--- src/rtl/adc_clip_pkg.sv ---
// Shared types and helpers for the ADC clip detector: window FSM states and a
// saturating magnitude for sample widths up to 32 bits.
package adc_clip_pkg;

  typedef enum logic {
    IDLE    = 1'b0,
    MEASURE = 1'b1
  } win_state_e;

  function automatic logic [31:0] mag_max(input int unsigned width);
    return (32'd1 << (width - 1)) - 32'd1;
  endfunction

  // The most negative code has no positive counterpart, so it clamps to mag_max.
  function automatic logic [31:0] sat_abs(input logic signed [31:0] x, input int unsigned width);
    logic [31:0] lim;
    lim = mag_max(width);
    if (!x[31]) return x;
    if (x == $signed(~lim)) return lim;
    return -x;
  endfunction

endpackage

--- src/rtl/adc_clip_detect_if.sv ---
// Sample stream and statistics handshake between the ADC front end and the
// clip detector; master is the source/host side, slave is the detector.
interface adc_clip_detect_if #(
  parameter int ADC_W = 16,
  parameter int CNT_W = 16
);
  logic signed [ADC_W-1:0] adc_data;
  logic                    adc_ovr;
  logic                    stat_ack;
  logic [CNT_W-1:0]        clip_count;
  logic [ADC_W-2:0]        peak;
  logic                    stat_valid;
  logic                    stat_lost;

  modport master (
    output adc_data, adc_ovr, stat_ack,
    input  clip_count, peak, stat_valid, stat_lost
  );

  modport slave (
    input  adc_data, adc_ovr, stat_ack,
    output clip_count, peak, stat_valid, stat_lost
  );
endinterface

--- src/rtl/clip_stretch.sv ---
// Retriggerable pulse stretcher: each trig holds level high for HOLD clocks,
// counted from the last trig; clear drops everything on the next clock.
module clip_stretch #(
  parameter int HOLD = 1024
) (
  input  logic clock,
  input  logic reset,
  input  logic clear,
  input  logic trig,
  output logic level
);
  localparam int CW = $clog2(HOLD + 1);

  logic [CW-1:0] cnt_reg, cnt_next;
  logic          level_reg;

  always_comb begin
    cnt_next = cnt_reg;
    if (clear)
      cnt_next = '0;
    else if (trig)
      cnt_next = CW'(HOLD);
    else if (cnt_reg != '0)
      cnt_next = cnt_reg - CW'(1);
  end

  // level trails the counter by one clock so it is a clean register output.
  always_ff @(posedge clock or negedge reset) begin
    if (!reset) begin
      cnt_reg   <= '0;
      level_reg <= 1'b0;
    end else begin
      cnt_reg   <= cnt_next;
      level_reg <= !clear && (cnt_reg != '0);
    end
  end

  assign level = level_reg;
endmodule

--- src/rtl/adc_clip_detect.sv ---
// ADC clip detector: OVR/threshold clip flag, stretched overrange output and
// per-window clip statistics. Define ADC_CLIP_PEAK_EN to build peak tracking.
module adc_clip_detect
  import adc_clip_pkg::*;
#(
  parameter int ADC_W = 16,
  parameter int CNT_W = 16,
  parameter int HOLD  = 1024,
  parameter int WIN   = 122880
) (
  input  logic             clock,
  input  logic             reset,
  input  logic             run,
  input  logic [ADC_W-2:0] thresh,
  output logic             adc_overrange,
  adc_clip_detect_if.slave bus
);
  localparam int               WCW      = $clog2(WIN);
  localparam logic [WCW-1:0]   WIN_LAST = WCW'(WIN - 1);
  localparam logic [CNT_W-1:0] CNT_MAX  = '1;

  logic signed [ADC_W-1:0] data_reg;
  logic                    ovr_reg, v1_reg, clip_reg;
  logic [ADC_W-2:0]        mag;
  logic                    clip, clear;

  win_state_e       state_reg, state_next;
  logic [WCW-1:0]   wcnt_reg, wcnt_next;
  logic [CNT_W-1:0] cacc_reg, cacc_next, count_reg, count_next, cnt_sum;
  logic             valid_reg, valid_next, lost_reg, lost_next;
  logic             counting, win_end;

  assign clear = !run;

  // v1_reg marks a sample captured while running, so cleared zeros never clip.
  always_ff @(posedge clock or negedge reset) begin
    if (!reset) begin
      data_reg <= '0;
      ovr_reg  <= 1'b0;
      v1_reg   <= 1'b0;
      clip_reg <= 1'b0;
    end else if (clear) begin
      data_reg <= '0;
      ovr_reg  <= 1'b0;
      v1_reg   <= 1'b0;
      clip_reg <= 1'b0;
    end else begin
      data_reg <= bus.adc_data;
      ovr_reg  <= bus.adc_ovr;
      v1_reg   <= 1'b1;
      clip_reg <= clip;
    end
  end

  always_comb begin
    mag  = (ADC_W-1)'(sat_abs(32'(data_reg), ADC_W));
    clip = v1_reg && (ovr_reg || (mag >= thresh));
  end

  clip_stretch #(.HOLD(HOLD)) u_stretch (
    .clock (clock),
    .reset (reset),
    .clear (clear),
    .trig  (clip),
    .level (adc_overrange)
  );

  always_comb begin
    state_next = state_reg;
    wcnt_next  = wcnt_reg;
    cacc_next  = cacc_reg;
    count_next = count_reg;
    valid_next = valid_reg;
    lost_next  = lost_reg;
    counting   = 1'b0;
    win_end    = 1'b0;
    cnt_sum    = (clip_reg && (cacc_reg != CNT_MAX)) ? cacc_reg + CNT_W'(1) : cacc_reg;
    case (state_reg)
      IDLE:    state_next = MEASURE;
      MEASURE: begin
        counting = 1'b1;
        win_end  = (wcnt_reg == WIN_LAST);
      end
      default: state_next = IDLE;
    endcase
    if (counting) begin
      wcnt_next = win_end ? '0 : wcnt_reg + WCW'(1);
      if (win_end) begin
        // A new result always wins over a same-clock ack; only an unacked overwrite is lost.
        cacc_next  = '0;
        count_next = cnt_sum;
        valid_next = 1'b1;
        if (valid_reg && !bus.stat_ack)
          lost_next = 1'b1;
      end else begin
        cacc_next = cnt_sum;
        if (bus.stat_ack)
          valid_next = 1'b0;
      end
    end
    if (clear) begin
      state_next = IDLE;
      wcnt_next  = '0;
      cacc_next  = '0;
      count_next = '0;
      valid_next = 1'b0;
      lost_next  = 1'b0;
      counting   = 1'b0;
      win_end    = 1'b0;
    end
  end

  always_ff @(posedge clock or negedge reset) begin
    if (!reset) begin
      state_reg <= IDLE;
      wcnt_reg  <= '0;
      cacc_reg  <= '0;
      count_reg <= '0;
      valid_reg <= 1'b0;
      lost_reg  <= 1'b0;
    end else begin
      state_reg <= state_next;
      wcnt_reg  <= wcnt_next;
      cacc_reg  <= cacc_next;
      count_reg <= count_next;
      valid_reg <= valid_next;
      lost_reg  <= lost_next;
    end
  end

`ifdef ADC_CLIP_PEAK_EN
  logic [ADC_W-2:0] mag_reg, pacc_reg, peak_reg, pacc_max;

  assign pacc_max = (mag_reg > pacc_reg) ? mag_reg : pacc_reg;

  always_ff @(posedge clock or negedge reset) begin
    if (!reset) begin
      mag_reg  <= '0;
      pacc_reg <= '0;
      peak_reg <= '0;
    end else if (clear) begin
      mag_reg  <= '0;
      pacc_reg <= '0;
      peak_reg <= '0;
    end else begin
      mag_reg <= mag;
      if (win_end) begin
        pacc_reg <= '0;
        peak_reg <= pacc_max;
      end else if (counting) begin
        pacc_reg <= pacc_max;
      end
    end
  end

  assign bus.peak = peak_reg;
`else
  assign bus.peak = '0;
`endif

  assign bus.clip_count = count_reg;
  assign bus.stat_valid = valid_reg;
  assign bus.stat_lost  = lost_reg;
endmodule
--- src/flat_wrapper.sv ---
// flat-port wrapper written by rule: the top's interface ports become plain ports
module adc_clip_detect_flat import adc_clip_pkg::*;
#(
  parameter int ADC_W = 16,
  parameter int CNT_W = 16,
  parameter int HOLD  = 1024,
  parameter int WIN   = 122880
)
  (clock, reset, run, thresh, adc_overrange, bus_adc_data, bus_adc_ovr, bus_stat_ack, bus_clip_count, bus_peak, bus_stat_valid, bus_stat_lost);
  adc_clip_detect_if #(.ADC_W(ADC_W), .CNT_W(CNT_W)) bus_i ();
  input  logic clock;
  input  logic reset;
  input  logic run;
  input  logic [ADC_W-2:0] thresh;
  output logic adc_overrange;
  input wire logic [$bits(bus_i.adc_data)-1:0] bus_adc_data;
  input wire logic [$bits(bus_i.adc_ovr)-1:0] bus_adc_ovr;
  input wire logic [$bits(bus_i.stat_ack)-1:0] bus_stat_ack;
  output wire logic [$bits(bus_i.clip_count)-1:0] bus_clip_count;
  output wire logic [$bits(bus_i.peak)-1:0] bus_peak;
  output wire logic [$bits(bus_i.stat_valid)-1:0] bus_stat_valid;
  output wire logic [$bits(bus_i.stat_lost)-1:0] bus_stat_lost;
  assign bus_i.adc_data = bus_adc_data;
  assign bus_i.adc_ovr = bus_adc_ovr;
  assign bus_i.stat_ack = bus_stat_ack;
  assign bus_clip_count = bus_i.clip_count;
  assign bus_peak = bus_i.peak;
  assign bus_stat_valid = bus_i.stat_valid;
  assign bus_stat_lost = bus_i.stat_lost;
  adc_clip_detect #(.ADC_W(ADC_W), .CNT_W(CNT_W), .HOLD(HOLD), .WIN(WIN)) u_core (.clock(clock), .reset(reset), .run(run), .thresh(thresh), .adc_overrange(adc_overrange), .bus(bus_i));
endmodule
--- config.mk ---
export PLATFORM = sky130hd
export DESIGN_NAME = adc_clip_detect_flat
export DESIGN_NICKNAME = d
export VERILOG_FILES = /design/src/rtl/adc_clip_pkg.sv /design/src/rtl/adc_clip_detect_if.sv /design/src/rtl/clip_stretch.sv /design/src/rtl/adc_clip_detect.sv /design/src/flat_wrapper.sv
export SDC_FILE = /design/constraint.sdc
export NUM_CORES = 1
export LEC_CHECK = 0
export CORE_UTILIZATION = 46
export CTS_CLUSTER_DIAMETER = 100
export DETAILED_ROUTE_END_ITERATION = 7
export HOLD_SLACK_MARGIN = 0.08
export PLACE_DENSITY = 0.72
export SLEW_MARGIN = 0
export SYNTH_ARGS = -nofsm -noshare
export SYNTH_HDL_FRONTEND = slang
export SYNTH_SLANG_ARGS = --single-unit
--- constraint.sdc ---
create_clock -name clock -period 3.17 [get_ports clock]
set_input_delay 0.4755 -clock clock [delete_from_list [all_inputs] [get_ports clock]]
set_output_delay 0.4755 -clock clock [all_outputs]
set_load 0.01 [all_outputs]
==> impl_metrics.csv, run 1 <==
group,metric,value,unit
status,status,"finished clean",
pwr,p_switching,776,uW
pwr,ir_drop,0.000248,V
global_route,grt_pass1_vias,3759,
yosys,synth-seq-cells,82,
floorplan,fp.dieH,104,um
setup_path,cp.arrival,3.42,ns
cells_and_area,area_growth,24.1,%
global_route,grt_max_degree,83,
setup_path,crit_required,3.44,ns
pwr,seq_power_share,45.4,%
clock_network,cts_tree,"yes",
floorplan,die_width,104,um
route,drt-vias-per-instance,5.45,
floorplan,dieArea,0.0107,mm^2
yosys,ys_types,54,
cells_and_area,diodes,0,
clock_network,clock_sinks,82,
route,drc,0,
sta,max_slew.worst_pin.slew,1.01,ns
placed_design,globalplace.congestion,0.895,
global_route,grt.overflow.total,0,
yosys,syn_area,0.00474,mm^2
yosys,synth_cells,518,
pwr,power_density,435,mW/mm^2
sta,clock_skew,0.0130,ns
setup_path,regToRegStartpoint,"u_core.data_reg[10]",
global_route,grt_use_total,19.8,%
pwr,power_frac_comb,24.7,%
floorplan,row_count,36,
yosys,synthFlopType,"dfrtp_1",
clock_network,clk_path_buf_depth,2,
global_route,antenna_found_initial,0,
sta,hold_ws,0.269,ns
yosys,avgSynthCellArea,9.15,um^2
setup_path,worst-r2r-cell-count,12,
route,detail-route-antenna-nets,0,
clock_network,cts-root-buf,"clkbuf_8",
clock_network,cts_hold_buf,0,
clock_network,htreeDepth,3,
setup_path,r2r-end,"u_core.u_stretch.cnt_reg[8]",
setup_path,cp-end-kind,"register",
sta,setup_viol,0,
floorplan,coreArea,0.00986,mm^2
pwr,swShare,30.3,%
cells_and_area,largest_reg_flops,17,
placed_design,dp.cells,700,
clock_network,clk_pin_slew,0.09,ns
sta,max-slew-margin-rel,32.6,%
setup_path,start_kind,"register",
floorplan,initial_core_util,48.1,%
pwr,clkPwrFrac,29.9,%
cells_and_area,nNetsFinal,638,
pwr,p_leak,2.54,nW
setup_path,slowest_stage,"or4_4",
setup_path,path_class,"register to register",
clock_network,clk_latency,0.37,ns
sta,rsz0062_at_grt,"true",
cells_and_area,drive_above_1_share,12.8,%
yosys,synth_edf_count,0,
setup_path,cp_common_cell,"nor3_1",
setup_path,cp_max_fo,6,
pwr,intPower,1.78,mW
run,cap_violations,0,
placed_design,dp_hpwl,7090,um
pwr,finalPower,2.56,mW
route,routed_wl,10600,um
cells_and_area,regArea,0.00205,mm^2
route,vias,3930,
route,dr.pass1.iters,5,
sta,fin_crit_sh,99.2,%
clock_network,numCtsBuffers,9,
placed_design,io_buffers,54,
setup_path,ff2ff_setup_slack,0.02,ns
sta,min_period,3.15,ns
cells_and_area,fillers,816,
yosys,ys_seq_area_share,43.3,%
hold_path,hp-class,"input port to async pin",
cells_and_area,multi_input_area,0.00263,mm^2
setup_path,critPathMaxStageDelay,0.59,ns
yosys,yosys_warnings,0,
route,detail_route.wl_per_cell,14.7,um
sta,finalMaxSlewViolations,0,
setup_path,path_cells,"or4_4, o21a_1, nor3_1, a21oi_1, ha_1, a21o_1, a211oi_2, nand3_1, o31a_1, buf_6, buf_16, nor3_1",
floorplan,ios,70,
yosys,async_reset_ff_share,100,%
global_route,grt_pass1_wl,17200,um
cells_and_area,layout.cells.non_filler,721,
sta,hold_viol,0,
route,drt_iter0_markers,191,
sta,clock.fmax,0.318,GHz
critical path, delay by kind of cell (launching register included):
family,cells,cell delay (ns)
buffers and inverters,2,0.28
and+or+nand+nor,4,1.00
adders and majority gates,1,0.31
DFF,1,0.39
AOI/OAI and AO/OA,5,1.08
worst max-delay path by stage:
stage | startpoint | cells after the start | to | slack, ns
2_1_floorplan | u_core.data_reg[2] | 12 | u_core.u_stretch.cnt_reg[3] | 0.02
6_report | u_core.data_reg[10] | 12 | u_core.u_stretch.cnt_reg[8] | 0.02
3_5_place_dp | u_core.data_reg[2] | 12 | u_core.u_stretch.cnt_reg[2] | -0.11
5_1_grt | u_core.data_reg[10] | 12 | u_core.u_stretch.cnt_reg[7] | -0.08
3_3_place_gp | u_core.data_reg[2] | 12 | u_core.u_stretch.cnt_reg[10] | -0.05
4_1_cts | u_core.data_reg[10] | 11 | u_core.u_stretch.cnt_reg[5] | 0.006
per-stage QoR:
step,cell area [um^2],TNS (ns),setup slack [ns],util (%)
floorplan,4800,0,0.0186,-
global placement,5440,-0.418,-0.0493,55.2
detailed placement,5440,-1.13,-0.106,55.2
CTS,5770,0,0.00561,58.4
global route,5880,-0.511,-0.0781,59.6
finish,5880,0,0.0249,59.6
power groups by stage:
stage,Clock [mW],Combinational (mW),Sequential (mW)
after floorplan,0,0.379,1.17
after global placement,0,0.521,1.17
after detailed placement,0,0.542,1.18
after CTS,0.788,0.580,1.16
after global routing,0.829,0.701,1.17
final,0.766,0.632,1.16
kinds of logic after synthesis:
kind of cell             synth area share (%)
AND/OR/NAND/NOR                          22.3
XOR/XNOR                                 7.76
flip-flops                               43.3
adder cells (fa/ha/maj)                  5.01
buffers and inverters                    6.86
multiplexers                             1.08
other                                  0.0791
AO/OA/AOI/OAI                            13.6
cell usage in the layout (no fill, tap or decap), types with 3 or more instances in the layout:
master            n
a21o_1            5
a21oi_1          38
a31oi_1          15
and2_1           19
and3_1            4
buf_4            25
clkbuf_8         10
clkdlybuf4s50_1  53
conb_1           15
dfrtp_1          82
ha_1             14
ha_4              5
inv_1            23
mux2i_1           4
nand2_1          40
nand2b_1         10
nand3_1          20
nand3b_1          4
nand4_1          12
nor2_1           29
nor2b_1           4
nor3_1           16
nor3_2            3
nor3b_1           3
nor4_1            5
o21a_1            3
o21ai_0          23
o22ai_1           3
o31ai_1           3
or4_4             4
xnor2_1          22
xor2_1           20
layer usage:
metal  part of all wire (%)  vias to the layer above  GRT usage (%)
li1                       -                     1925              -
met1                     45                     1879           25.7
met2                     48                      116           32.8
met3                    5.5                       10           3.90
met4                    1.2                        0           7.45
met5                      0                        -              0
synth_stat cells (all sizes together), types with 3 or more instances:
cell    instances  area (um^2)
a21o            5         37.5
a21oi          38          190
a31oi          15         93.8
and2           19          119
and3            4         25.0
buf            23          171
clkbuf         18         67.6
dfrtp          82         2050
ha             19          238
inv            23         86.3
mux2i           4         40.0
nand2          42          158
nand2b         10         62.6
nand3          22          110
nand3b          4         30.0
nand4          13         87.6
nor2           30          113
nor2b           4         25.0
nor3           21          110
nor3b           5         37.5
nor4            8         56.3
o21a            3         22.5
o21ai          25          125
o22ai           3         18.8
o31ai           4         30.0
or4             5         41.3
xnor2          22          193
xor2           20          175
area by class of cell:
cell class	count	share of cell area, %
multi-input cells	387	44.6
well taps	133	2.83
repair buffers	80	12.9
clock buffers	12	2.47
flip-flops and latches	82	34.9
inverters	23	1.47
clock inverters	4	0.872
what timing repair did:
action | in CTS | in global routing
pin swaps | 8 | 9
buffers inserted | 2 | 2
setup endpoints to repair | 12 | 12
resized for setup | 12 | 22
gates cloned | 2 | 0
Note: power is estimated with default switching activity, not from simulation.
==> run 2, diff against run 1 <==
--- a/config.mk
+++ b/config.mk
@@ -6,11 +6,12 @@
 export NUM_CORES = 1
 export LEC_CHECK = 0
 export CORE_UTILIZATION = 46
-export CTS_CLUSTER_DIAMETER = 100
+export CTS_CLUSTER_DIAMETER = 200
 export DETAILED_ROUTE_END_ITERATION = 7
 export HOLD_SLACK_MARGIN = 0.08
 export PLACE_DENSITY = 0.72
 export SLEW_MARGIN = 0
 export SYNTH_ARGS = -nofsm -noshare
 export SYNTH_HDL_FRONTEND = slang
+export SYNTH_HIERARCHICAL = 1
 export SYNTH_SLANG_ARGS = --single-unit
==> run 2 against run 1 <==
Effect of this change:
- the run now ends with negative setup slack left
- count of clock-buffer cells in the layout is 1 lower
- die area hardly changed
- clock power is 7.7% lower
- synthesized cell count is 1.2% lower
- non-clock buffer count stayed put
- routed wire length is 2.3% higher
- design area is 0.47% lower
- combinational power is 13% higher
- hold slack better by 0.0014 ns
- first-iteration DRC count is 10% lower
- utilization is 0.28 points lower
- critical path type unchanged
- largest cell class unchanged
- highest routed layer unchanged
==> impl_metrics.csv, run 2 <==
group,metric,value,unit
sta,clock.fmax,0.290,GHz
yosys,avgSynthCellArea,9.25,um^2
yosys,syn_area,0.00474,mm^2
cells_and_area,nNetsFinal,633,
pwr,power_density,447,mW/mm^2
pwr,p_leak,2.58,nW
sta,rsz0062_at_grt,"true",
setup_path,slowest_stage,"or4_4",
setup_path,regToRegStartpoint,"u_core/data_reg[7]",
sta,max_slew.worst_pin.slew,1.02,ns
placed_design,globalplace.congestion,0.847,
status,violations,"negative setup slack",
setup_path,worst-r2r-cell-count,12,
sta,setup_slack,-0.282,ns
placed_design,io_buffers,54,
sta,finalMaxSlewViolations,0,
sta,fin_setup_tns,-2.22,ns
route,detail-route-antenna-nets,0,
setup_path,crit_cells,12,
floorplan,row_count,36,
setup_path,critPathMaxStageDelay,0.54,ns
clock_network,clk_latency,0.35,ns
yosys,yosys_warnings,6,
route,drt_iter0_markers,171,
sta,fin_crit_sh,109,%
setup_path,cp-end-kind,"register",
yosys,synth_edf_count,0,
hold_path,hp-class,"input port to async pin",
yosys,yosys.area.top_type_share,43.3,%
clock_network,cts-root-buf,"clkbuf_8",
cells_and_area,area_growth,23.6,%
pwr,ir_drop,0.000212,V
route,routed_wl,10900,um
clock_network,numCtsBuffers,9,
floorplan,die_width,103,um
route,dr.pass1.iters,4,
clock_network,clock_sinks,82,
sta,hold_ws,0.270,ns
yosys,async_reset_ff_share,100,%
yosys,ys_types,53,
setup_path,cp_max_fo,6,
setup_path,cp.arrival,3.71,ns
status,status,"finished, violations left",
floorplan,fp.dieH,103,um
sta,hold_viol,0,
route,detail_route.wl_per_cell,15.2,um
global_route,grt_max_degree,83,
setup_path,startpoint,"u_core/data_reg[7]",
yosys,ys_seq_area_share,43.3,%
setup_path,path_cells,"or4_4, or2_4, or4_4, nand3_2, o21a_1, ha_4, nand3_2, o22ai_1, o31ai_1, o211ai_1, or3_1, o31ai_1",
global_route,grt_pass1_wl,17800,um
floorplan,initial_core_util,48.0,%
yosys,synthFlopType,"dfrtp_1",
setup_path,path_buf_inv,0,
cells_and_area,final_common_cell,"dfrtp_1",
clock_network,htreeDepth,3,
sta,setup_viol,12,
setup_path,r2r-end,"u_core/u_stretch/cnt_reg[4]",
yosys,synthMostInstantiatedCell,"dfrtp_1",
setup_path,crit_required,3.42,ns
floorplan,coreArea,0.00986,mm^2
run,cap_violations,0,
clock_network,cts_tree,"yes",
global_route,grt.overflow.total,0,
cells_and_area,diodes,0,
route,drt-vias-per-instance,5.54,
sta,min_period,3.45,ns
route,drc,0,
yosys,yosysTopAreaCell,"dfrtp_1",
setup_path,critical-path-top-delay-family,"simple AND/OR/NAND/NOR gates",
placed_design,post-place-ws,-0.320,ns
cells_and_area,largest_reg_flops,17,
cells_and_area,mostFrequentLayoutCells,"dfrtp_1, clkdlybuf4s50_1, nand2_1",
yosys,synth_cells,512,
global_route,antenna_found_initial,0,
setup_path,ff2ff_setup_slack,-0.28,ns
yosys,synth-seq-cells,82,
floorplan,ios,70,
setup_path,start_kind,"register",
yosys,ys_top_cells_by_area,"dfrtp_1, ha_1, xor2_1",
route,vias,3952,
global_route,grt_use_total,21.7,%
setup_path,crit_path_end,"u_core/u_stretch/cnt_reg[4]",
clock_network,clk_path_buf_depth,2,
setup_path,path_class,"register to register",
global_route,grt_pass1_vias,3834,
clock_network,clk_pin_slew,0.08,ns
yosys,yosys-top-cells-count,"dfrtp_1, nand2_1, nor2_1, inv_1",
cells_and_area,fin_util,59.4,%
floorplan,dieArea,0.0107,mm^2
placed_design,dp_hpwl,7460,um
sta,clock_skew,0.0142,ns
cells_and_area,drive_above_1_share,13.8,%
sta,max-slew-margin-rel,31.7,%
[run 2: cell types whose count changed in the layout (fill, tap and decap cells not counted), moves of 6 or more]
cell	previous run	this run
a22o_1	1	16
a21oi_1	38	18
a31oi_1	15	9
inv_1	23	32
nor3_1	16	9
or3_1	2	12
xnor2_1	22	15
[run 2: per-layer routing]
metal	vias to the layer above	track usage [%]	wire length (um)
met1	1905	28.9	4940
li1	1918	-	-
met3	21	3.63	615
met4	0	9.86	230
met5	-	0	0
met2	108	34.9	5070
[run 2: layout make-up]
type / instances / area [um^2]
clock buffer: 11 / 131
sequential: 82 / 2050
tap: 133 / 166
fill: 798 / 4010
inverter: 32 / 120
clock inverter: 3 / 42.5
timing repair buffer: 80 / 737
multi-input combinational: 373 / 2610
[run 2: worst min-delay path by stage]
stage | start | to | slack (ns)
detailed placement | u_core/bus.clip_count[1] | u_core/bus.clip_count[1] | 0.47
global route | reset | u_core/u_stretch/cnt_reg[3] | 0.37
CTS | reset | u_core/u_stretch/cnt_reg[3] | 0.34
finish | reset | u_core/u_stretch/level | 0.27
floorplan | reset | u_core/bus.clip_count[0] | 0.18
global placement | u_core/bus.clip_count[1] | u_core/bus.clip_count[1] | 0.47
[run 2: logic make-up after synthesis]
logic type      synth area share (%)
other cells                   0.0792
buf+inv                         7.13
mux                            0.660
simple gates                    21.6
flops                           43.3
fa+ha+maj                       5.02
xor+xnor                        6.10
compound gates                  16.1
[run 2: stage by stage]
stage	cell area [um^2]	total power, mW	cells
finish	5860	2.62	714
global route	5860	2.79	714
CTS	5760	2.59	714
detailed placement	5500	1.85	699
global placement	5500	1.82	699
floorplan	4840	1.68	526
[run 2: worst register-to-register path, stage by stage, from the launching register on]
cell and delay (ns):
dfrtp_1 0.39, or4_4 0.54, or2_4 0.30, or4_4 0.42
nand3_2 0.08, o21a_1 0.16, ha_4 0.21, nand3_2 0.08
o22ai_1 0.07, o31ai_1 0.22, o211ai_1 0.26, or3_1 0.43
o31ai_1 0.20
[run 2: repair_timing]
item	CTS	global route
gates resized for setup	18	17
endpoints found under the setup margin	12	12
endpoints found under the hold margin	0	0
buffers inserted	2	0
hold buffers	0	0
pin swaps	12	15
[run 2: where the power goes]
group / switching [mW] / internal [mW] / total (mW)
sequential: 0.0839 / 1.12 / 1.20
combinational: 0.411 / 0.302 / 0.713
clock: 0.352 / 0.355 / 0.707
total: 0.847 / 1.77 / 2.62
==> run 3, diff against run 2 <==
--- a/config.mk
+++ b/config.mk
@@ -7,6 +7,7 @@
 export LEC_CHECK = 0
 export CORE_UTILIZATION = 46
 export CTS_CLUSTER_DIAMETER = 200
+export CTS_CLUSTER_SIZE = 10
 export DETAILED_ROUTE_END_ITERATION = 7
 export HOLD_SLACK_MARGIN = 0.08
 export PLACE_DENSITY = 0.72
==> results of run 3 <==
Same layout as run 2: the final DEF is identical, and so are final timing and power.
